===== src/rtl/uart_pkg.sv =====
// Shared definitions for the UART receiver/transmitter family: parity
// selectors, receiver FSM encoding and the default bit period.
package uart_pkg;

    // Parity selector values for the PARITY parameter
    localparam int PARITY_NONE = 0;
    localparam int PARITY_EVEN = 1;
    localparam int PARITY_ODD  = 2;

    // Default bit period: 100 MHz system clock, 9600 baud, rounded to nearest
    localparam int CLK_HZ_DEFAULT       = 100_000_000;
    localparam int BAUD_DEFAULT         = 9600;
    localparam int CLKS_PER_BIT_DEFAULT = (CLK_HZ_DEFAULT + BAUD_DEFAULT / 2) / BAUD_DEFAULT;

    // Receiver FSM states
    typedef enum logic [2:0] {
        ST_IDLE   = 3'd0,
        ST_START  = 3'd1,
        ST_DATA   = 3'd2,
        ST_PARITY = 3'd3,
        ST_STOP   = 3'd4,
        ST_DONE   = 3'd5
    } rx_state_t;

endpackage


===== src/rtl/uart_baud_tick.sv =====
// Bit-period timer. Counts 0..CLKS_PER_BIT-1 and wraps; i_clear forces it
// back to 0. o_half fires at HALF-1 (mid start bit), o_full at the last count.
module uart_baud_tick #(
    parameter int CLKS_PER_BIT = 16
) (
    input  logic clk,
    input  logic rst,
    input  logic i_clear,
    output logic o_half,
    output logic o_full
);
    localparam int HALF  = CLKS_PER_BIT / 2;
    localparam int CNT_W = $clog2(CLKS_PER_BIT);

    logic [CNT_W-1:0] r_cnt;
    logic             w_wrap;

    assign w_wrap = (r_cnt == CNT_W'(CLKS_PER_BIT - 1));
    assign o_half = (r_cnt == CNT_W'(HALF - 1));
    assign o_full = w_wrap;

    // Free-running bit timer, cleared on request or at end of a bit period
    always_ff @(posedge clk or negedge rst) begin
        if (!rst) begin
            r_cnt <= '0;
        end else if (i_clear || w_wrap) begin
            r_cnt <= '0;
        end else begin
            r_cnt <= r_cnt + 1'b1;
        end
    end

endmodule


===== src/rtl/uart_rx_param.sv =====
// Parametrised asynchronous serial receiver. Samples a synchronised line at
// mid-bit, checks parity and stop bits, adds a fixed offset to the payload and
// presents a {1, payload, 0} word to the transmitter under a rdy/confirm
// handshake. Frames completing while a word is still unconfirmed are dropped
// and flagged through the sticky ovr output.
module uart_rx_param
    import uart_pkg::*;
#(
    parameter int CLKS_PER_BIT = CLKS_PER_BIT_DEFAULT,
    parameter int DATA_BITS    = 8,
    parameter int PARITY       = PARITY_NONE,
    parameter int STOP_BITS    = 1,
    parameter int ADD_OFFSET   = 32
) (
    input  logic                 clk,
    input  logic                 rst,
    input  logic                 RXr,
    output logic [DATA_BITS+1:0] TXr,
    output logic                 rdy,
    input  logic                 confirm,
    output logic                 par_err,
    output logic                 frm_err,
    output logic                 ovr
);
    localparam int                   IDX_W     = $clog2(DATA_BITS);
    localparam logic                 PARITY_ON = (PARITY == PARITY_EVEN) || (PARITY == PARITY_ODD);
    localparam logic                 ODD_SENSE = (PARITY == PARITY_ODD);
    localparam logic [DATA_BITS-1:0] OFFSET    = DATA_BITS'(ADD_OFFSET);

    // Input synchroniser; idle line is high so the flops reset to 1
    logic [1:0]           r_sync;
    logic                 w_rx_s;

    // FSM
    rx_state_t            r_state;
    rx_state_t            w_state_next;

    // Bit timer
    logic                 w_half;
    logic                 w_full;

    // Per-state strobes
    logic                 w_timer_clr;
    logic                 w_start_ok;
    logic                 w_data_smp;
    logic                 w_par_smp;
    logic                 w_stop_smp;
    logic                 w_done;

    // Frame datapath
    logic [DATA_BITS-1:0] r_shift;
    logic [IDX_W-1:0]     r_idx;
    logic                 r_stop_cnt;
    logic                 r_par_bad;
    logic                 r_frm_bad;
    logic                 w_last_bit;
    logic                 w_last_stop;

    // Presented word and handshake
    logic [DATA_BITS-1:0] r_tx_data;
    logic                 r_rdy;
    logic                 r_par_err;
    logic                 r_frm_err;
    logic                 r_ovr;
    logic                 w_accept;

    assign w_rx_s      = r_sync[1];
    assign w_last_bit  = (r_idx == IDX_W'(DATA_BITS - 1));
    assign w_last_stop = (r_stop_cnt == 1'(STOP_BITS - 1));
    assign w_accept    = !r_rdy || confirm;

    uart_baud_tick #(
        .CLKS_PER_BIT(CLKS_PER_BIT)
    ) u_baud_tick (
        .clk    (clk),
        .rst    (rst),
        .i_clear(w_timer_clr),
        .o_half (w_half),
        .o_full (w_full)
    );

    // Two-flop synchroniser for the asynchronous serial line
    always_ff @(posedge clk or negedge rst) begin
        if (!rst) begin
            r_sync <= 2'b11;
        end else begin
            r_sync <= {r_sync[0], RXr};
        end
    end

    // FSM state register
    always_ff @(posedge clk or negedge rst) begin
        if (!rst) begin
            r_state <= ST_IDLE;
        end else begin
            r_state <= w_state_next;
        end
    end

    // FSM next-state logic
    always_comb begin
        w_state_next = r_state;
        case (r_state)
            ST_IDLE: begin
                if (!w_rx_s) w_state_next = ST_START;
            end
            ST_START: begin
                // A line that is high again at mid start bit was a glitch
                if (w_half) w_state_next = w_rx_s ? ST_IDLE : ST_DATA;
            end
            ST_DATA: begin
                if (w_full && w_last_bit) w_state_next = PARITY_ON ? ST_PARITY : ST_STOP;
            end
            ST_PARITY: begin
                if (w_full) w_state_next = ST_STOP;
            end
            ST_STOP: begin
                // All stop bits are sampled even after a low one
                if (w_full && w_last_stop) w_state_next = ST_DONE;
            end
            ST_DONE: begin
                w_state_next = ST_IDLE;
            end
            default: begin
                w_state_next = ST_IDLE;
            end
        endcase
    end

    // FSM output strobes
    always_comb begin
        w_timer_clr = 1'b0;
        w_start_ok  = 1'b0;
        w_data_smp  = 1'b0;
        w_par_smp   = 1'b0;
        w_stop_smp  = 1'b0;
        w_done      = 1'b0;
        case (r_state)
            ST_IDLE:   w_timer_clr = 1'b1;
            ST_START: begin
                w_timer_clr = w_half;
                w_start_ok  = w_half && !w_rx_s;
            end
            ST_DATA:   w_data_smp  = w_full;
            ST_PARITY: w_par_smp   = w_full;
            ST_STOP:   w_stop_smp  = w_full;
            ST_DONE: begin
                w_done      = 1'b1;
                w_timer_clr = 1'b1;
            end
            default:   w_timer_clr = 1'b1;
        endcase
    end

    // Frame datapath: LSB-first shift-in, bit index, parity and stop checks
    always_ff @(posedge clk or negedge rst) begin
        if (!rst) begin
            r_shift    <= '1;
            r_idx      <= '0;
            r_stop_cnt <= 1'b0;
            r_par_bad  <= 1'b0;
            r_frm_bad  <= 1'b0;
        end else begin
            if (w_start_ok) begin
                r_idx      <= '0;
                r_stop_cnt <= 1'b0;
                r_par_bad  <= 1'b0;
                r_frm_bad  <= 1'b0;
            end
            if (w_data_smp) begin
                r_shift <= {w_rx_s, r_shift[DATA_BITS-1:1]};
                r_idx   <= r_idx + 1'b1;
            end
            if (w_par_smp) begin
                // Even parity: data^bit must be 0; odd parity: must be 1
                r_par_bad <= (((^r_shift) ^ w_rx_s) != ODD_SENSE);
            end
            if (w_stop_smp) begin
                if (!w_rx_s) r_frm_bad <= 1'b1;
                r_stop_cnt <= r_stop_cnt + 1'b1;
            end
        end
    end

    // Output word and handshake: load on DONE if free, otherwise flag overrun
    always_ff @(posedge clk or negedge rst) begin
        if (!rst) begin
            r_tx_data <= '1;
            r_rdy     <= 1'b0;
            r_par_err <= 1'b0;
            r_frm_err <= 1'b0;
            r_ovr     <= 1'b0;
        end else if (w_done) begin
            if (w_accept) begin
                r_tx_data <= r_shift + OFFSET;
                r_par_err <= r_par_bad;
                r_frm_err <= r_frm_bad;
                r_rdy     <= 1'b1;
                // Old word confirmed in the same cycle the new one lands
                if (r_rdy) r_ovr <= 1'b0;
            end else begin
                r_ovr <= 1'b1;
            end
        end else if (confirm && r_rdy) begin
            r_rdy <= 1'b0;
            r_ovr <= 1'b0;
        end
    end

    assign TXr     = {1'b1, r_tx_data, 1'b0};
    assign rdy     = r_rdy;
    assign par_err = r_par_err;
    assign frm_err = r_frm_err;
    assign ovr     = r_ovr;

endmodule


===== config.mk =====
export PLATFORM = sky130hd
export DESIGN_NAME = uart_rx_param
export DESIGN_NICKNAME = d
export VERILOG_FILES = /design/src/rtl/uart_pkg.sv /design/src/rtl/uart_baud_tick.sv /design/src/rtl/uart_rx_param.sv
export SDC_FILE = /design/constraint.sdc
export NUM_CORES = 1
export LEC_CHECK = 0
export CAP_MARGIN = 40
export CORE_ASPECT_RATIO = 1.75
export CORE_MARGIN = 4
export CORE_UTILIZATION = 50
export DETAILED_ROUTE_END_ITERATION = 8
export PLACE_DENSITY_LB_ADDON = 0.25
export REMOVE_ABC_BUFFERS = 1
export SLEW_MARGIN = 40
export SYNTH_ARGS = -nofsm -noshare
export SYNTH_HDL_FRONTEND = slang
export SYNTH_SLANG_ARGS = --single-unit

===== constraint.sdc =====
create_clock -name clk -period 2.59 [get_ports clk]
set_clock_uncertainty 0.2 [all_clocks]
set_input_delay 0.259 -clock clk [delete_from_list [all_inputs] [get_ports clk]]
set_output_delay 0.259 -clock clk [all_outputs]
set_load 0.03 [all_outputs]

==> summary.md <==
| Metric | Value |
|---|---|
| Worst-path cell chain | nor4b_4 > nand4_4 > nor3_4 > mux2_2 |
| Setup ws final | 0.270 ns |
| Yosys cell types | 45 |
| RSZ-0062 raised after global routing | false |
| Post-synth EDFFs | 0 |
| H-tree lvl count | 2 |
| Number of antenna diodes | 0 |
| Chip height | 96.2 um |
| Seq/Total Area, Yosys | 51.7% |
| DRT Wirelength | 4020 um |
| Syn_area_per_cell | 12.0 um2 |
| Clock latency on the worst-skew pair | 0.29 ns |
| Postcts setup bufs | 0 |
| Drt via density | 5.62 |
| WP data required | 2.57 ns |
| Initial antenna violation count | 0 |
| I/O pins | 18 |
| Rel. slew slack | 62.7% |
| Cells after Synth | 186 |
| Dpl hpwl | 2940 um |
| Detail Route Antenna Nets | 0 |
| PwrDens | 500 mW/mm2 |
| Die area | 0.00562 mm2 |
| Final std cells w/o fill | 253 |
| DRT iter0 DRCs | 24 |
| Setup TNS | 0 ns |
| Hold WS | 0.153 ns |
| Mux cell area share after synthesis | 10.9% |
| IO buf count | 15 |
| TritonCTS clock tree | yes |
| Max Fclk | 0.431 GHz |
| DR DRC count | 0 |
| Gp weighted congestion | 0.878 |
| Outcome | finished, final reports clean |
| Final critical-path required period | 2.32 ns |
| Max Slew Vio Count | 0 |
| Nets | 212 |
| Fillers | 344 |
| Post-synthesis async set-or-reset flop share | 100% |
| Pre-antenna DRT Iters | 4 |
| Hold Crit Class | reg2reg |
| Core area | 0.00423 mm2 |
| CP endpoint kind | flip-flop |
| Crit-path max FO | 11 |
| Final setup violating endpoints | 0 |
| Compound-Gate Fraction of Synth Area | 5.18% |
| Crit Path Class | reg2reg |
| Root Buffer | clkbuf_8 |
| Clock tree buffer depth | 2 |
| Wire per inst | 15.9 um |
| Hold_buf cts | 1 |
| # rows | 31 |
| Die width | 58.4 um |
| TritonCTS Sinks | 45 |
| Largest stage delay, worst path | 0.49 ns |
| Cells after DPL | 244 |
| Crit path DAT | 2.30 ns |
| Post-Place Worst Slack | 0.285 ns |
| Finished Cell Area | 0.00251 mm2 |
| Startpoint Class | flip-flop |
| Vias in the first global route | 1500 |
| PostCTS Resize Cnt | 0 |
| First-pass GRT wire length | 6960 um |
| Tcrit/Tclk final | 89.6% |
| All-Layer GR Usage | 16.3% |
| Post-synthesis xor/xnor area fraction | 8.50% |
| Slew @ Worst Pin | 0.558 ns |
| Maximum VDD drop | 0.435 mV |
| Detailed-route via count | 1422 |
| Area Overhead vs Synth | 13.1% |
| Largest net degree at the start of global routing | 46 |
| Slowest CP cell | nor3_4 |
| Placement Cell Area | 0.00239 mm2 |
| Grt total ovfl | 0 |
| Top_reg_cell synth | dfrtp_1 |
| Share of cells above drive strength 1 | 26.0% |
| Synth Area in Adders | 2.81% |
| Yosys warnings | 0 |
| Number of CTS-inserted buffers | 5 |
| Mapped Area | 0.00222 mm2 |
| Initial core utilization | 52.6% |
| Reg clk slew, reported paths | 0.09 ns |
| MaxCap Viol Count | 0 |
| LEAKAGE | 0.00111 uW |
| Largest family of logic cells by synthesized area | simple AND/OR/NAND/NOR gates |
| Fin. Hold Viols | 0 |
| #FFs+latches synth | 45 |
| Post-Synth Simple-Gate Area | 17.8% |
sequential cells by signal (all words and copies together) (netlist names):
name               flops
frm_err                1
ovr                    1
par_err                1
r_frm_bad              1
r_idx                  3
r_par_bad              1
r_shift                8
r_state                3
r_stop_cnt             1
r_sync                 2
r_tx_data              8
rdy                    1
u_baud_tick.r_cnt     14
area by class of cell:
type,count,area (um2),area share (%)
clock inverters,1,6.26,0.249
flip-flops and latches,45,1150,45.7
well taps,49,61.3,2.44
clock buffers,7,108,4.28
inverters,5,18.8,0.747
repair buffers,16,158,6.27
multi-input cells,130,1010,40.3
metrics by stage:
step / utilization, % / power (uW)
after global placement: 56.5 / 754
after global routing: 59.5 / 1310
after floorplan: - / 733
after detailed placement: 56.5 / 755
final: 59.5 / 1260
after CTS: 59.5 / 1270
worst max-delay path, delay by kind of cell (launching register included):
family	cells	cell delay, ns
AND/OR/NAND/NOR	3	1.15
flip-flops	1	0.47
multiplexers	1	0.40
power by group:
group	switching (uW)	total (uW)	internal, uW
logic	23.0	32.2	9.26
clock network	239	515	276
registers	2.60	710	707
synth_stat cells (3+ instances only):
cell / count / area (um2)
a21oi_1: 3 / 15.0
ha_1: 5 / 62.6
xnor2_1: 14 / 123
buf_4: 3 / 22.5
o21ai_0: 4 / 20.0
o21a_1: 3 / 22.5
nand4_1: 5 / 31.3
nand3_1: 4 / 20.0
nor3_1: 6 / 30.0
xor2_1: 5 / 43.8
nand2_1: 6 / 22.5
dfrtp_1: 27 / 676
nand2b_1: 4 / 25.0
nor2_1: 21 / 78.8
dfstp_2: 18 / 473
mux2i_1: 4 / 40.0
inv_1: 5 / 18.8
mux2_2: 18 / 203
logic make-up (layout without fill, tap and decap cells):
kind of cell    after synthesis  in the layout
fa+ha+maj                     5              5
buf+inv                      11             29
flops                        45             45
mux                          22             22
simple gates                 65             65
other cells                   2              2
xor+xnor                     20             20
compound gates               16             16
final timing paths:
check	start	endpoint	slack, ns	depth (start not counted)
setup reg to reg	u_baud_tick.r_cnt[3]	r_idx[2]	0.27	4
hold reg to reg	r_sync[0]	r_sync[1]	0.15	0
min in group asynchronous	rst	u_baud_tick.r_cnt[5]	0.29	2
setup / recovery	u_baud_tick.r_cnt[3]	r_idx[2]	0.27	4
hold / removal	r_sync[0]	r_sync[1]	0.15	0
max in group asynchronous	rst	r_tx_data[0]	1.53	2
metal layers:
layer / track usage, % / wire (um) / up-vias
met5: 0 / 0 / -
met4: 6.96 / 62 / 0
met3: 3.09 / 94 / 6
met2: 30.0 / 2310 / 26
met1: 17.7 / 1560 / 711
li1: - / - / 679
placed cells by master, fill, tap and decap left out, types with 2 or more instances in the layout:
cell             netlist  layout
ha_1                   5       5
a21oi_1                3       3
conb_1                 2       2
nand2_1                6       6
o21ai_0                4       4
inv_1                  5       5
nand4_1                5       5
mux2_2                18      18
clkdlybuf4s50_1        0      14
o21a_1                 3       3
nand3_1                4       4
and4b_1                2       2
clkbuf_8               0       6
xnor2_1               14      14
nor4_1                 2       2
nand2b_1               4       4
nor2b_1                2       2
nor3_1                 6       6
mux2i_1                4       4
xor2_1                 5       5
dfrtp_1               27      27
dfstp_2               18      18
nor2_1                21      21
Power figures use the tool's default switching activity.
